<file path="src/rtl/sum_slice_seq.sv">
// Wide W=N*K adder sequenced over an external N-bit `sum` slice, LSB slice first; done pulses K+1 cycles after start is accepted.
// start is sampled only in IDLE and is dropped while busy. Define SUM_SLICE_SEQ_OVF_EN to add the signed-overflow output ovf.
module sum_slice_seq #(
  parameter int N = 4,
  parameter int K = 4
) (
  input  logic           clk,
  input  logic           rst_n,
  input  logic           start,
  input  logic [N*K-1:0] op_a,
  input  logic [N*K-1:0] op_b,
  input  logic           cin,
  output logic           busy,
  output logic           done,
  output logic [N*K-1:0] result,
  output logic           cout,
  output logic [N-1:0]   adder_a,
  output logic [N-1:0]   adder_b,
  output logic           adder_cin,
  input  logic [N-1:0]   adder_s,
  input  logic           adder_cout
`ifdef SUM_SLICE_SEQ_OVF_EN
  ,
  output logic           ovf
`endif
);

  localparam int W  = N * K;
  localparam int IW = (K > 1) ? $clog2(K) : 1;

  localparam logic [1:0] S_IDLE = 2'd0;
  localparam logic [1:0] S_RUN  = 2'd1;
  localparam logic [1:0] S_DONE = 2'd2;

  logic [1:0]    state_q, state_d;
  logic [IW-1:0] idx_q, idx_d;
  logic [W-1:0]  a_q, a_d;
  logic [W-1:0]  b_q, b_d;
  logic          carry_q, carry_d;
  logic [W-1:0]  result_q, result_d;
  logic          cout_q, cout_d;
`ifdef SUM_SLICE_SEQ_OVF_EN
  logic          ovf_q, ovf_d;
`endif

  logic last_slice;
  assign last_slice = (idx_q == IW'(K - 1));

  // Slice mux uses constant part-selects so the index never needs a wide multiply.
  always_comb begin
    adder_a   = '0;
    adder_b   = '0;
    adder_cin = 1'b0;
    if (state_q == S_RUN) begin
      adder_cin = carry_q;
      for (int i = 0; i < K; i++) begin
        if (idx_q == IW'(i)) begin
          adder_a = a_q[i*N +: N];
          adder_b = b_q[i*N +: N];
        end
      end
    end
  end

  always_comb begin
    state_d  = state_q;
    idx_d    = idx_q;
    a_d      = a_q;
    b_d      = b_q;
    carry_d  = carry_q;
    result_d = result_q;
    cout_d   = cout_q;
`ifdef SUM_SLICE_SEQ_OVF_EN
    ovf_d    = ovf_q;
`endif
    case (state_q)
      S_IDLE: begin
        if (start) begin
          a_d     = op_a;
          b_d     = op_b;
          carry_d = cin;
          idx_d   = '0;
          state_d = S_RUN;
        end
      end
      S_RUN: begin
        for (int i = 0; i < K; i++) begin
          if (idx_q == IW'(i)) result_d[i*N +: N] = adder_s;
        end
        carry_d = adder_cout;
        if (last_slice) begin
          cout_d  = adder_cout;
`ifdef SUM_SLICE_SEQ_OVF_EN
          ovf_d   = (a_q[W-1] == b_q[W-1]) && (adder_s[N-1] != a_q[W-1]);
`endif
          state_d = S_DONE;
        end else begin
          idx_d = idx_q + IW'(1);
        end
      end
      S_DONE:  state_d = S_IDLE;
      default: state_d = S_IDLE;
    endcase
  end

  always_ff @(posedge clk or negedge rst_n) begin
    if (!rst_n) begin
      state_q  <= S_IDLE;
      idx_q    <= '0;
      a_q      <= '0;
      b_q      <= '0;
      carry_q  <= 1'b0;
      result_q <= '0;
      cout_q   <= 1'b0;
`ifdef SUM_SLICE_SEQ_OVF_EN
      ovf_q    <= 1'b0;
`endif
    end else begin
      state_q  <= state_d;
      idx_q    <= idx_d;
      a_q      <= a_d;
      b_q      <= b_d;
      carry_q  <= carry_d;
      result_q <= result_d;
      cout_q   <= cout_d;
`ifdef SUM_SLICE_SEQ_OVF_EN
      ovf_q    <= ovf_d;
`endif
    end
  end

  assign busy   = (state_q == S_RUN) || (state_q == S_DONE);
  assign done   = (state_q == S_DONE);
  assign result = result_q;
  assign cout   = cout_q;
`ifdef SUM_SLICE_SEQ_OVF_EN
  assign ovf    = ovf_q;
`endif

endmodule

</file>
<file path="config.mk">
export PLATFORM = sky130hd
export DESIGN_NAME = sum_slice_seq
export DESIGN_NICKNAME = d
export VERILOG_FILES = /design/src/rtl/sum_slice_seq.sv
export SDC_FILE = /design/constraint.sdc
export NUM_CORES = 1
export LEC_CHECK = 0
export CORE_MARGIN = 2
export CORE_UTILIZATION = 51
export CTS_CLUSTER_DIAMETER = 150
export CTS_CLUSTER_SIZE = 20
export DETAILED_ROUTE_END_ITERATION = 8
export GPL_TIMING_DRIVEN = 1
export HOLD_SLACK_MARGIN = 0.08
export PLACE_DENSITY = 0.8
export SYNTH_ARGS = -nofsm -noshare
export SYNTH_HDL_FRONTEND = slang
export SYNTH_SLANG_ARGS = --single-unit
</file>
<file path="constraint.sdc">
create_clock -name clk -period 2.2 [get_ports clk]
set_input_delay 0.33 -clock clk [delete_from_list [all_inputs] [get_ports clk]]
set_output_delay 0.33 -clock clk [all_outputs]
set_load 0.02 [all_outputs]
</file>
Word-level counts from Yosys, hierarchy flattened. Cells that the tools add are included.

Multiplexer cells: 19. $add $sub $neg: 1. Eq/ne operators: 8. Reductions and logical operators: 12.

Operator list (count): 4-bit two-way mux (10); 2-bit AND reduction (7); 2-bit two-way mux (4); 2-bit case mux with 2 select lines (2); 2-bit equality test (second input constant) (3); 2-bit inequality test (second input constant) (3); 2-bit by 1-bit equality test with 1-bit output (second input constant) (2); 2-bit zero test (2); 3-bit AND reduction (1); 2-bit by 1-bit adder with 2-bit output (second input constant) (1); 1-bit two-way mux (2); 1-bit case mux with 2 select lines (1); 2-bit nonzero test (1); 1-bit logical OR (1).

Input port bits: 41. Register bits after elaboration: 54.

Logic depth before layout (Yosys ltp).
Depth after elaboration: 6. Mapped depth: 6. Mapped depth without buffers: 5.

Worst setup path before layout. No wires, ideal clock.

Kind: reg-to-output. From: reg idx_q[0]. To: out adder_a[2]. Data arrival time: 1.553 ns. Setup slack: 0.317 ns. Stages on the path, launching flop included: 6. Buffers on the path: 0. Cells stage by stage: dfrtp_1 -> inv_1 -> ha_1 -> nor2b_1 -> a221oi_1 -> o21ai_0.

Longest elaborated chain between the ends: 6.

RTL lines: from (decl) (RTL line 36) `logic [IW-1:0] idx_q, idx_d;`; from (signal assigned) (RTL line 120) `idx_q <= idx_d;`; 2-bit zero test (RTL line 57) `if (idx_q == IW'(i)) begin`; 4-bit two-way mux (3 in a row) (RTL line 57); 4-bit two-way mux * (RTL line 57); 4-bit two-way mux * (RTL line 54) `if (state_q == S_RUN) begin`; to (decl) (RTL line 17) `output logic [N-1:0] adder_a,`.

Mark *: on every way between the ends. The rest lies on a longest branch, timed or not.

Worst setup path in the final report.
From: reg idx_q[1]. To: out adder_b[0].

Longest elaborated chain between the ends: 6.

RTL lines: 2-bit zero test (RTL line 57); 4-bit two-way mux (3 in a row) (RTL line 57); 4-bit two-way mux * (RTL line 57); 4-bit two-way mux * (RTL line 54); to (decl) (RTL line 18) `output logic [N-1:0] adder_b,`.

Marked as above.

==> qor.csv <==
stage;metric;value;unit
setup_path;worst reg2reg path endpoint;idx_q[0];
power_and_ir_drop;Design Power;5.20;mW
synth;Cell variety after synth;27;
clocking;clk buf depth;2;
setup_path;Crit Reg-Reg Startpoint;idx_q[0];
timing;Rel. slew slack;57.2;%
layout;final net count;327;
setup_path;Crit. path cell count;7;
floorplan;Die X;74.2;µm
synth;sequential share of the synthesized area;53.8;%
placement;DP HPWL;3860;µm
placement;Placer Congestion;0.774;
setup_path;WP data required;1.87;ns
route;vias;1849;
setup_path;cell-by-cell trace of the critical path;inv_2 -> ha_4 -> buf_6 -> nor2b_1 -> a221oi_2 -> o21ai_1 -> buf_2;
status;status;complete, no violations;
clocking;TritonCTS clock tree;done;
global_route;GRT Overall Usage;20.6;%
floorplan;core box area;4720;µm²
setup_path;worst-path fanout max;9;
synth;fraction of registers with async set/reset;100;%
clocking;Clock Tree Root;clkbuf_8;
floorplan;initial core utilization;53.2;%
worst_hold_path;Hold EP;b_q[1];
route;WL per Instance;15.7;µm
synth;Synth Area in Simple Gates;6.83;%
timing;Final min period;2.12;ns
timing;Tightest Pin Transition;0.642;ns
power_and_ir_drop;Pint;3.23;mW
power_and_ir_drop;clock power share;10.8;%
setup_path;worst path buffer plus inverter count;3;
power_and_ir_drop;Sw Pwr;1.97;mW
timing;Max Fclk;472;MHz
synth;post-synthesis mux area share;23.3;%
global_route;GRT overflow;0;
synth;syn avg cell area;13.0;µm²
timing;slack of the critical path;0.0823;ns
synth;Post-Syn Instances;193;
layout;Layout Area Growth over Synthesis;38.2;%
global_route;vias in the first global route;1760;
layout;# diodes;0;
route;Via density;5.34;
route;final antenna-violating net count;0;
setup_path;R2R cell count;6;
floorplan;io pins;69;
synth;syn_nets;242;
route;1st-pass router iterations;4;
floorplan;Die Height;74.2;µm
synth;Top FF cell, synth;dfrtp_1;
power_and_ir_drop;Net Sw Frac;37.9;%
synth;Synth Cell Area;2510;µm²
route;initial drt markers;183;
route;DRT Wirelength;5440;µm
global_route;first-pass GRT wire length;8480;µm
synth;synthesized flop and latch total;54;
layout;fin util;73.5;%
timing;crit share post-route;96.3;%
floorplan;# rows;25;
synth;Adder-Cell Fraction of Synth Area;3.99;%
setup_path;startpoint class of the critical path;flip-flop;
placement;dpl ws;-0.0504;ns
clocking;CTS clk-pin slew, worst paths;0.10;ns
timing;Slew Limit Fails;0;
clocking;clk_lat worst skew;0.31;ns
layout;fraction of layout cells with a size suffix above 1;35.1;%
clocking;clk sinks;54;
worst_hold_path;Hold Path Class;flip-flop to flip-flop;
global_route;largest net degree at the start of global routing;33;
synth;largest family of logic cells by synthesized area;multiplexers;
job;max_cap viols;0;
route;Remaining DRCs;0;
synth;count of flip-flops with a built-in enable after synthesis;0;
synth;area fraction of the dominant cell type after synthesis;53.8;%
clocking;Setup Buffers After CTS;0;
placement;I/O Buffers;68;
setup_path;Worst R2R Setup Slack;0.50;ns
setup_path;Max stage delay on crit path;0.44;ns
setup_path;CP endpoint kind;output pin;
timing;final setup vio count;0;
synth;compound-gate portion of the synthesized area;8.17;%
clocking;H-tree levels;2;
timing;clk_skew;0.00924;ns
synth;Yosys top cell by area;dfrtp_1;
timing;final hold violations;0;
setup_path;slowest stage cell, crit path;dfrtp_1;
power_and_ir_drop;PwrDens;1500;nW/µm²
power_and_ir_drop;sequential power share;34.5;%
synth;Ys Warns;0;
clocking;Num CTS Buffers;5;
setup_path;data arrival time of the worst path;1.79;ns
global_route;antenna violations before repair;0;
setup_path;delay-heaviest family, CP;flip-flops;
power_and_ir_drop;Pleak;1.48;nW
worst_hold_path;worst hold path startpoint;b_q[1];
floorplan;Die Area;5500;µm²
synth;post-synthesis xor/xnor area fraction;0;%
worst_hold_path;worst hold path stage count;1;
power_and_ir_drop;Max IR drop VDD;760;µV
power_and_ir_drop;power share of the combinational group;54.7;%
synth;main area contributors after synthesis;dfrtp_1 (54%), mux2_2 (22%), ha_1 (4.0%);
setup_path;Crit Path Class;flip-flop to output pin;
layout by cell type, fill, tap and decap left out, drive strengths merged, types with 2 or more instances in the layout:
master	count
clkdlybuf4s50	58
dfrtp	54
mux2	51
buf	26
o21ai	17
nand2	13
ha	8
a221oi	8
nor2b	7
inv	6
clkbuf	5
a21oi	4
clkinv	3
nor2	2
nand2b	2
nand3b	2
o22ai	2
and2	2
flip-flops by register name (all words and copies together) (netlist names):
| signal | flops |
|---|---|
| carry_q | 1 |
| state_q | 2 |
| cout | 1 |
| idx_q | 2 |
| a_q | 16 |
| b_q | 16 |
| result | 16 |
per-stage QoR:
step           area (µm²)   TNS, ns  cells  hold WS [ns]
2_1_floorplan        2510         0    193        0.0344
3_5_place_dp         3350   -0.0976    337         0.386
6_report             3470         0    346         0.506
4_1_cts              3440   -0.0136    346         0.507
3_3_place_gp         3350    -0.186    337         0.387
5_1_grt              3470  -0.00790    346         0.529
final cells by class:
class                   instances  area, µm²
flip-flops and latches         54       1350
multi-input cells             125       1110
clock buffers                   5       68.8
well taps                      67       83.8
repair buffers                 86        801
fillers                       346       1250
clock inverters                 3       26.3
inverters                       6       22.5
per-layer routing:
metal / routed length (µm) / vias to the layer above / GRT usage (%)
met3: 236 / 10 / 4.07
li1: - / 862 / -
met2: 2730 / 58 / 33.7
met1: 2380 / 919 / 27.5
met5: 0 / - / 0
met4: 93 / 0 / 7.47
synth_stat cells (3+ instances only):
cell and count:
dfrtp_1 54, o21ai_0 17, ha_1 8, a221oi_1 8, inv_1 6, nand2_1 12, buf_4 4, mux2_2 50
clkbuf_8 3, nor2b_1 7, a21oi_1 4
power by group through the flow:
stage | clock, mW | combinational, mW | sequential, mW
3_5_place_dp | 0 | 2.80 | 1.79
5_1_grt | 0.619 | 3.06 | 1.85
4_1_cts | 0.578 | 2.78 | 1.77
3_3_place_gp | 0 | 2.76 | 1.76
6_report | 0.563 | 2.85 | 1.79
2_1_floorplan | 0 | 1.56 | 1.92
how the worst max path moves through the flow:
stage | slack (ns) | end | startpoint
2_1_floorplan | 0.32 | adder_a[2] | idx_q[0]
3_3_place_gp | -0.08 | adder_b[0] | idx_q[1]
3_5_place_dp | -0.05 | adder_b[0] | idx_q[1]
4_1_cts | -0.009 | adder_a[2] | idx_q[1]
5_1_grt | -0.007 | adder_b[0] | idx_q[1]
6_report | 0.08 | adder_b[0] | idx_q[1]
cell families after synthesis:
logic type,count (synthesis)
flops,54
mux,52
compound gates,33
simple gates,32
buf+inv,14
fa+ha+maj,8
timing repair:
action,in CTS,in global routing
setup endpoints to repair,9,8
resized for setup,42,17
hold endpoints to repair,25,0
hold buffers,1,0
(Power assumes the default switching activity.)
==> edit (same settings) <==
Add an input register stage for `start`, `op_a`, `op_b`, `cin` and `adder_cout`, cleared by the reset; this delays them by one clock. The other inputs are not delayed to match. Comments in the files are not updated.
--- a/src/rtl/sum_slice_seq.sv
+++ b/src/rtl/sum_slice_seq.sv
@@ -32,4 +32,26 @@
   localparam logic [1:0] S_RUN  = 2'd1;
   localparam logic [1:0] S_DONE = 2'd2;
+
+  logic start_q;
+  logic [N*K-1:0] op_a_q;
+  logic [N*K-1:0] op_b_q;
+  logic cin_q;
+  logic adder_cout_q;
+
+  always_ff @(posedge clk or negedge rst_n) begin
+    if (!rst_n) begin
+      start_q      <= '0;
+      op_a_q       <= '0;
+      op_b_q       <= '0;
+      cin_q        <= '0;
+      adder_cout_q <= '0;
+    end else begin
+      start_q      <= start;
+      op_a_q       <= op_a;
+      op_b_q       <= op_b;
+      cin_q        <= cin;
+      adder_cout_q <= adder_cout;
+    end
+  end
 
   logic [1:0]    state_q, state_d;
@@ -76,8 +98,8 @@
     case (state_q)
       S_IDLE: begin
-        if (start) begin
-          a_d     = op_a;
-          b_d     = op_b;
-          carry_d = cin;
+        if (start_q) begin
+          a_d     = op_a_q;
+          b_d     = op_b_q;
+          carry_d = cin_q;
           idx_d   = '0;
           state_d = S_RUN;
@@ -88,7 +110,7 @@
           if (idx_q == IW'(i)) result_d[i*N +: N] = adder_s;
         end
-        carry_d = adder_cout;
+        carry_d = adder_cout_q;
         if (last_slice) begin
-          cout_d  = adder_cout;
+          cout_d  = adder_cout_q;
 `ifdef SUM_SLICE_SEQ_OVF_EN
           ovf_d   = (a_q[W-1] == b_q[W-1]) && (adder_s[N-1] != a_q[W-1]);
Formal check against the unedited RTL: not equivalent (a bounded check fails within 4 cycles, from zero or initial values and one cycle with rst_n low).
==> edit against the unedited design <==
Area after synthesis is 41% higher. Register-to-register slack got worse by 120 ps. Cell count rose by 18%. Power up 32%. Critical path type unchanged. Sequential cell count up 35. Cell area increased by 36%. Wire length up 21%. Worst setup slack got worse by 77 ps.
==> edit: results (changes against the unedited design) <==
- GPL Wtd Cong: 0.7608 (was 0.7743)
- Multi-input combinational area share: 0.2645 (was 0.3213)
- Buffer share of cell area: 0.1927 (was 0.2308)
- Peak supply drop: 0.0009596 V (was 0.0007601 V)
- Nonclk buf count: 94 (was 86)
- NetSw: 2.338 mW (was 1.972 mW)
- Non-clock inverters: 4 (was 6)
- CTS Buf Count: 9 (was 5)
- CP Max Fanout: 8 (was 9)
- Cells after Synth: 231 (was 193)
- Status: finished clean (unchanged)
- Min cycle time layout: 2194 ps (was 2118 ps)
- CP Capture Point: adder_b[1] (was adder_b[0])
- Slew margin rel.: 0.5780 (was 0.5721)
- CLK BUF: 10 (was 5)
- Worst hold path class: input pin to flop (was flop to flop)
- GR Layer Usage met3: 0.06540 (was 0.04065)
- Pre-Repair DR Iteration Count: 5 (was 4)
- Synth top cells by count: dfrtp_1 (89), mux2_4 (30), mux2_2 (21) (was dfrtp_1 (54), mux2_2 (50), o21ai_0 (17))
- Filler cells: 467 (was 346)
- RR Startpoint: state_q[1] (was idx_q[0])
- Area contributors post-synth: dfrtp_1 (63%), mux2_4 (13%), mux2_2 (6.7%) (was dfrtp_1 (54%), mux2_2 (22%), ha_1 (4.0%))
- Worst hold endpoint: op_b_q[6] (was b_q[1])
- GRT Overall Usage: 0.1854 (was 0.2062)
- Reg-to-reg slack, setup: 380 ps (was 500 ps)
- #MultiIn Comb: 127 (was 125)
- GR met1 Demand/Resource: 0.2419 (was 0.2746)
- Layout cell share with drive strength beyond 1: 0.3545 (was 0.3513)
- HP Start: op_b[6] (was b_q[1])
- Dpl hpwl: 4428 um (was 3856 um)
- First-pass GRT wire length: 10,560 um (was 8480 um)
- Flops & latches, synth: 89 (was 54)
- Vias per cell: 5.190 (was 5.344)
- Clock Latency Late Sink: 360 ps (was 310 ps)
- Number of DRC markers in iteration 0: 137 (was 183)
- Wire per inst: 16.05 um (was 15.72 um)
- Static Leak: 2.158 nW (was 1.485 nW)
- Reg-to-Reg End: a_q[4] (was idx_q[0])
- Post-synthesis sequential area ratio: 0.6310 (was 0.5381)
- Max Clock Skew: 10.50 ps (was 9.239 ps)
- Vias in the first global route: 2,167 (was 1,760)
- Pre-CTS WS: -63.98 ps (was -50.40 ps)
- Final net count: 374 (was 327)
- Via count: 2,128 (was 1,849)
- Mapped Nets: 280 (was 242)
- Register area: 2228 um^2 (was 1353 um^2)
- Largest net degree at the start of global routing: 51 (was 33)
- Worst EP arrival: 1860 ps (was 1790 ps)
## edit: changes by cell type in the layout (fill, tap and decap cells not counted), sizes merged, moves of 8 or more
cell and change:
a32o +8, a221oi -8, dfrtp +35, o21ai -8
buf +8, a21oi +8
## edit: repair_timing
action                                 4_1_cts  5_1_grt
gates resized for setup                     36       28
pin swaps                                    0        1
setup endpoints to repair                    9        8
endpoints found under the hold margin       48        0
buffers inserted                             2        4
cloned                                       0        0
hold buffers                                 1        0
## edit: cell families after synthesis
group                      count (synthesis)  synth area share
AOI/OAI and AO/OA                         34           0.06345
buffers and inverters                     15           0.02942
DFF                                       89            0.6310
and+or+nand+nor                           34           0.05318
muxes                                     51            0.1946
adders and majority gates                  8           0.02836
## edit: power groups by stage
stage	clock network, mW	registers (mW)	logic [mW]
6_report	1.21	2.51	3.17
5_1_grt	1.30	2.57	3.40
4_1_cts	1.24	2.49	2.96
3_5_place_dp	0	2.52	3.01
3_3_place_gp	0	2.50	2.95
2_1_floorplan	0	2.63	1.73
## edit: metal layers
metal,vias up,wire [um]
met3,2,382
li1,996,-
met1,1053,2932
met5,-,0
met2,77,3258
met4,0,8
## edit: worst max-delay path, cell delays in order, from the launching register on
cell and delay (ps):
dfrtp_1 430, buf_4 160, ha_4 160, buf_6 130, a21oi_1 100, o21ai_1 90
a32o_2 300, buf_6 130
## edit: stage by stage
| stage | hold slack [ps] | area (um^2) |
|---|---|---|
| after floorplan | 34.41 | 3530 |
| after global placement | 379.9 | 4412 |
| final | 392.6 | 4726 |
| after global routing | 370.4 | 4726 |
| after detailed placement | 385.9 | 4412 |
| after CTS | 380.4 | 4622 |
